--- src/rtl/sqr_binary_seq.sv ---
// ---------------------------------------------------------------------------
// sqr_binary_seq
//
// Sequential inverse of the binary square-root unit: rebuilds the radicand
// p = u*u + r from a root u and a remainder r. The square is formed by
// shift-add, one multiplier bit per clock. The accumulator is seeded with r,
// so no separate final addition is needed.
//
// Transaction flow: IDLE accepts (u, r) on in_valid && in_ready. MUL runs
// HALF_SIZE iterations. DONE registers the result, then holds it until
// out_ready. The unit does not overlap transactions.
//
// Optional feature (compile-time macro SQR_REM_CHECK_EN):
//   defined   - flag r > 2u at accept and report it on rem_err with p.
//   undefined - no comparator is built and rem_err is tied to 0.
//
// Ports:
//   clk        in   1            clock, rising edge
//   rst        in   1            asynchronous reset, active high
//   in_valid   in   1            operands valid
//   in_ready   out  1            unit can accept operands (IDLE)
//   u          in   HALF_SIZE    root
//   r          in   HALF_SIZE+1  remainder (legal range 0..2u)
//   out_valid  out  1            result valid
//   out_ready  in   1            consumer accepts result
//   p          out  SIZE         u*u + r, modulo 2^SIZE
//   rem_err    out  1            remainder out of range (optional feature)
// ---------------------------------------------------------------------------
module sqr_binary_seq #(
  parameter int SIZE      = 16,
  parameter int HALF_SIZE = 8
) (
  input  logic                 clk,
  input  logic                 rst,
  input  logic                 in_valid,
  output logic                 in_ready,
  input  logic [HALF_SIZE-1:0] u,
  input  logic [HALF_SIZE:0]   r,
  output logic                 out_valid,
  input  logic                 out_ready,
  output logic [SIZE-1:0]      p,
  output logic                 rem_err
);

  typedef enum logic [1:0] {
    IDLE = 2'd0,
    MUL  = 2'd1,
    DONE = 2'd2
  } state_t;

  // The counter must be able to hold HALF_SIZE-1, the index of the last iteration.
  localparam int CW = $clog2(HALF_SIZE + 1);
  localparam logic [CW-1:0] LAST_CNT = CW'(HALF_SIZE - 1);

  state_t                 state;
  logic [SIZE-1:0]        acc;    // running sum, seeded with r
  logic [SIZE-1:0]        mcand;  // u shifted left once per iteration
  logic [HALF_SIZE-1:0]   mplr;   // u shifted right; bit 0 selects the add
  logic [CW-1:0]          cnt;

  // Operands are zero-extended to the full accumulator width.
  logic [SIZE-1:0] u_ext;
  logic [SIZE-1:0] r_ext;
  assign u_ext = {{(SIZE - HALF_SIZE){1'b0}}, u};
  assign r_ext = {{(SIZE - HALF_SIZE - 1){1'b0}}, r};

`ifdef SQR_REM_CHECK_EN
  logic rem_flag;    // r > 2u, captured at accept
  logic rem_err_q;
  logic rem_bad;
  // Both sides are HALF_SIZE+2 bits wide, so 2u cannot overflow.
  assign rem_bad = {1'b0, r} > {1'b0, u, 1'b0};
  assign rem_err = rem_err_q;
`else
  assign rem_err = 1'b0;
`endif

  // NOTE: all state in this block uses non-blocking assignments, so every
  // branch reads the values from before the edge (e.g. acc with mplr[0]).
  always_ff @(posedge clk or posedge rst) begin
    if (rst) begin
      state     <= IDLE;
      in_ready  <= 1'b1;
      out_valid <= 1'b0;
      p         <= '0;
      acc       <= '0;
      mcand     <= '0;
      mplr      <= '0;
      cnt       <= '0;
`ifdef SQR_REM_CHECK_EN
      rem_flag  <= 1'b0;
      rem_err_q <= 1'b0;
`endif
    end else begin
      case (state)
        IDLE: begin
          if (in_valid && in_ready) begin
            mcand    <= u_ext;
            mplr     <= u;
            acc      <= r_ext;
            cnt      <= '0;
            in_ready <= 1'b0;
            state    <= MUL;
`ifdef SQR_REM_CHECK_EN
            rem_flag <= rem_bad;
`endif
          end
        end

        MUL: begin
          // The carry is discarded. Legal inputs never overflow, and illegal r wraps.
          if (mplr[0]) acc <= acc + mcand;
          mcand <= mcand << 1;
          mplr  <= mplr >> 1;
          cnt   <= cnt + CW'(1);
          if (cnt == LAST_CNT) state <= DONE;
        end

        DONE: begin
          if (!out_valid) begin
            // The first DONE cycle moves the finished sum into the output register.
            out_valid <= 1'b1;
            p         <= acc;
`ifdef SQR_REM_CHECK_EN
            rem_err_q <= rem_flag;
`endif
          end else if (out_ready) begin
            out_valid <= 1'b0;
            in_ready  <= 1'b1;
            state     <= IDLE;
`ifdef SQR_REM_CHECK_EN
            rem_err_q <= 1'b0;
`endif
          end
        end

        default: begin
          state     <= IDLE;
          in_ready  <= 1'b1;
          out_valid <= 1'b0;
        end
      endcase
    end
  end

endmodule

--- config.mk ---
export PLATFORM = sky130hd
export DESIGN_NAME = sqr_binary_seq
export DESIGN_NICKNAME = d
export VERILOG_FILES = /design/src/rtl/sqr_binary_seq.sv
export SDC_FILE = /design/constraint.sdc
export NUM_CORES = 1
export LEC_CHECK = 0
export CAP_MARGIN = 5
export CORE_ASPECT_RATIO = 0.8
export CORE_MARGIN = 4
export CORE_UTILIZATION = 30
export DETAILED_ROUTE_END_ITERATION = 16
export MAX_ROUTING_LAYER = met4
export SETUP_SLACK_MARGIN = 0.2
export SLEW_MARGIN = 10
export SYNTH_ARGS = -nofsm -noshare
export SYNTH_HDL_FRONTEND = slang
export SYNTH_SLANG_ARGS = --single-unit
--- constraint.sdc ---
create_clock -name clk -period 2.5 [get_ports clk]
set_input_delay 0.625 -clock clk [delete_from_list [all_inputs] [get_ports clk]]
set_output_delay 0.625 -clock clk [all_outputs]
set_load 0.01 [all_outputs]
==> impl_metrics.json <==
{
  "outcome": "finished clean",
  "peakVddDrop_uv": 365,
  "hold_violations": 0,
  "synth_nets": 361,
  "ys_seq_area_share_pct": 47.2,
  "hold_class": "flop to flop",
  "drt_pass1_iterations": 4,
  "die_h_um": 103,
  "n_antenna_cell": 0,
  "timing.final.crit_share_pct": 89.7,
  "p_sw_share_pct": 35.4,
  "hold_depth": 1,
  "start_kind": "flop",
  "cts_tree": "done",
  "async_reset_ff_share_pct": 100,
  "grt.overflow.total": 0,
  "fin_worst_skew_ns": 0.00764,
  "numCtsBuffers": 9,
  "drc": 0,
  "ioPinCount": 40,
  "dp_hpwl_mm": 5.71,
  "met1_usage_pct": 19.0,
  "start_util_pct": 31.0,
  "clock_path_buffers": 2,
  "track_usage_pct": 13.8,
  "dp_slack_ns": 0.0627,
  "area_growth_syn_to_layout_pct": 28.4,
  "use_met3_pct": 3.64,
  "tightest_slew_ns": 0.624,
  "crit_type": "flop to flop",
  "rsz0062_at_grt": "true",
  "worst-path-max-fanout": 4,
  "layout_common_cells": "63 x dfrtp_1, 38 x clkdlybuf4s50_1, 31 x nand2_1, 31 x a22oi_1, 30 x o21ai_0",
  "pwr-share-seq_pct": 36.8,
  "ff_latch_area_mm2": 0.00160,
  "vias": 2706,
  "synth_seq_cells": 64,
  "nets": 407,
  "grt_max_degree": 65,
  "layout-drive-gt1-share_pct": 18.5,
  "wl_per_cell_um": 15.8,
  "fmax_ghz": 0.446,
  "cp_top_family": "compound AO/OA/AOI/OAI gates",
  "grtUsageMet2_pct": 20.0,
  "path_cells": "ha_1 > and3_1 > a21boi_0 > o22a_2 > a21oi_4 > mux2_2 > o21ai_0",
  "drt-total-wl_mm": 8.17,
  "vias_per_cell": 5.23,
  "period_needed_ns": 2.24,
  "port_buffers": 38,
  "dieArea_mm2": 0.0131,
  "utilization_pct": 39.8,
  "worst_slack_ns": 0.257,
  "grt_pass1_vias": 2680,
  "p_int_mw": 3.01,
  "totalPowerFinal_mw": 4.66,
  "avgSynthCellArea_um2": 10.5,
  "cts_sinks": 64,
  "path_buf_inv": 0,
  "synth_area_leader_cell": "dfrtp_1",
  "p_comb_share_pct": 37.0,
  "relSlewSlack_pct": 58.4,
  "busiest_layer": "met2",
  "clockRootBuffer": "clkbuf_16",
  "finalMaxSlewViolations": 0,
  "min_from": "p[7]",
  "grt_antenna_before_repair": 0,
  "cp_num_cells": 7,
  "crit_slowest_cell": "dfrtp_1",
  "synthTopCellsByArea": "dfrtp_1 46%, a22oi_1 6.8%, ha_1 5.9%",
  "dr.first_iter.drc_count": 221,
  "cap_violations": 0,
  "p_leak_nw": 1.95,
  "r2r_start": "mcand[5]",
  "worstPathArrival_ns": 2.48,
  "switchingPower_mw": 1.65,
  "final_common_cell": "dfrtp_1",
  "syn_inst": 323,
  "tns_ns": 0,
  "fp-row-count": 34,
  "synth_cell_types": 51,
  "r2r_cells": 7,
  "synth_edf_count": 0,
  "clk_pin_slew_ns": 0.05,
  "final_antenna_net_count": 0,
  "die_w_um": 127,
  "setup_violations": 0,
  "netlist.area_leader.share_pct": 46.4,
  "cts.htree.levels": 3,
  "coreArea_mm2": 0.0110,
  "synth-main-ff-cell": "dfrtp_1",
  "grt_pass1_wl_mm": 13.9,
  "place.gp.congestion": 0.821,
  "crit_path_end_kind": "flop",
  "multi_input_area_mm2": 0.00177,
  "clock_power_share_pct": 26.2,
  "crit_path_start": "mcand[5]",
  "fillers": 1089,
  "power.density_mw_per_mm2": 1070,
  "synth_area_mm2": 0.00340,
  "worstPathRequired_ns": 2.73,
  "slowest_delay_ns": 0.43,
  "clk_latency_ns": 0.33,
  "synth_warnings": 0
}
[final timing paths]
| kind | to | slack (ns) |
|---|---|---|
| min reg2reg | p[7] | 0.50 |
| min in group asynchronous | cnt[1] | 0.69 |
| max | acc[13] | 0.26 |
| min | p[7] | 0.50 |
| max reg2reg | acc[13] | 0.26 |
| max in group asynchronous | in_ready | 1.51 |
[area by class of cell]
type                       count  area share (%)
multi-input combinational    236            40.5
sequential                    64            36.7
timing repair buffer          53            11.6
clock buffer                  11            5.56
tap                          144            4.13
clock inverter                 4            1.03
inverter                       5           0.430
[synth_stat cells (2+ instances only)]
library cell  number
a221oi_2           2
mux2_2            17
nor2_1            12
a21oi_2            2
o21a_1             2
a21o_1             8
a211oi_1           2
o21ai_0           30
mux2i_1            2
dfrtp_1           63
nand3b_1           2
xor2_1             8
buf_2              2
clkbuf_1          15
o211ai_1           2
a21o_2             2
ha_1              16
a31oi_1            4
nand3_1            4
o31ai_1            2
a211o_1            2
and3_1             2
a22oi_1           31
xnor2_1            4
nor3_1             2
a21oi_1           15
and3_2             3
inv_1              5
nand2_1           31
a22o_1            10
[power groups by stage]
stage          combinational, mW  sequential, mW  clock (mW)
5_1_grt                     1.92            1.78        1.29
4_1_cts                     1.69            1.72        1.25
2_1_floorplan               1.10            1.66           0
3_3_place_gp                1.64            1.72           0
3_5_place_dp                1.67            1.73           0
6_report                    1.72            1.72        1.22
[through the flow]
stage | hold WS, ns | instances | cell area, µm²
after global routing | 0.519 | 517 | 4360
after floorplan | 0.472 | 323 | 3400
final | 0.503 | 517 | 4360
after global placement | 0.490 | 499 | 3990
after detailed placement | 0.494 | 499 | 3990
after CTS | 0.505 | 515 | 4300
[worst reg2reg max path, delay by kind of cell (launching register included)]
family	cells	cell delay (ns)
AO/OA/AOI/OAI	4	0.76
adder cells (fa/ha/maj)	1	0.38
flip-flops	1	0.43
multiplexers	1	0.34
AND/OR/NAND/NOR	1	0.26
[logic make-up (layout without fill, tap and decap cells)]
logic type | after synthesis | count (layout) | share of synthesized area [%]
adder cells (fa/ha/maj) | 17 | 17 | 6.48
buffers and inverters | 23 | 73 | 2.72
AO/OA/AOI/OAI | 125 | 125 | 25.8
other | 1 | 1 | 0.110
XOR/XNOR | 12 | 12 | 3.09
AND/OR/NAND/NOR | 62 | 62 | 8.43
multiplexers | 19 | 19 | 6.22
flip-flops | 64 | 64 | 47.2
[flip-flops by register name, summed over array words and instances, names as in the netlist]
signal and count:
acc 16, mcand 16, p 16, mplr 8, cnt 4, state 2, in_ready 1, out_valid 1
[repair_timing]
| action | CTS | global route |
|---|---|---|
| hold endpoints to repair | 0 | 0 |
| hold buffers | 0 | 0 |
| setup endpoints to repair | 4 | 7 |
| buffers inserted | 1 | 2 |
| pin swaps | 3 | 5 |
| gates resized for setup | 4 | 7 |
| gates cloned | 0 | 0 |
[per-layer routing]
| metal | vias up | share of wire, % | wire length (µm) |
|---|---|---|---|
| met3 | 10 | 4.2 | 340 |
| met5 | - | 0 | 0 |
| met4 | 0 | 0.77 | 63 |
| met2 | 66 | 44 | 3610 |
| met1 | 1329 | 51 | 4160 |
| li1 | 1301 | - | - |
Note: power is estimated with default switching activity, not from simulation.
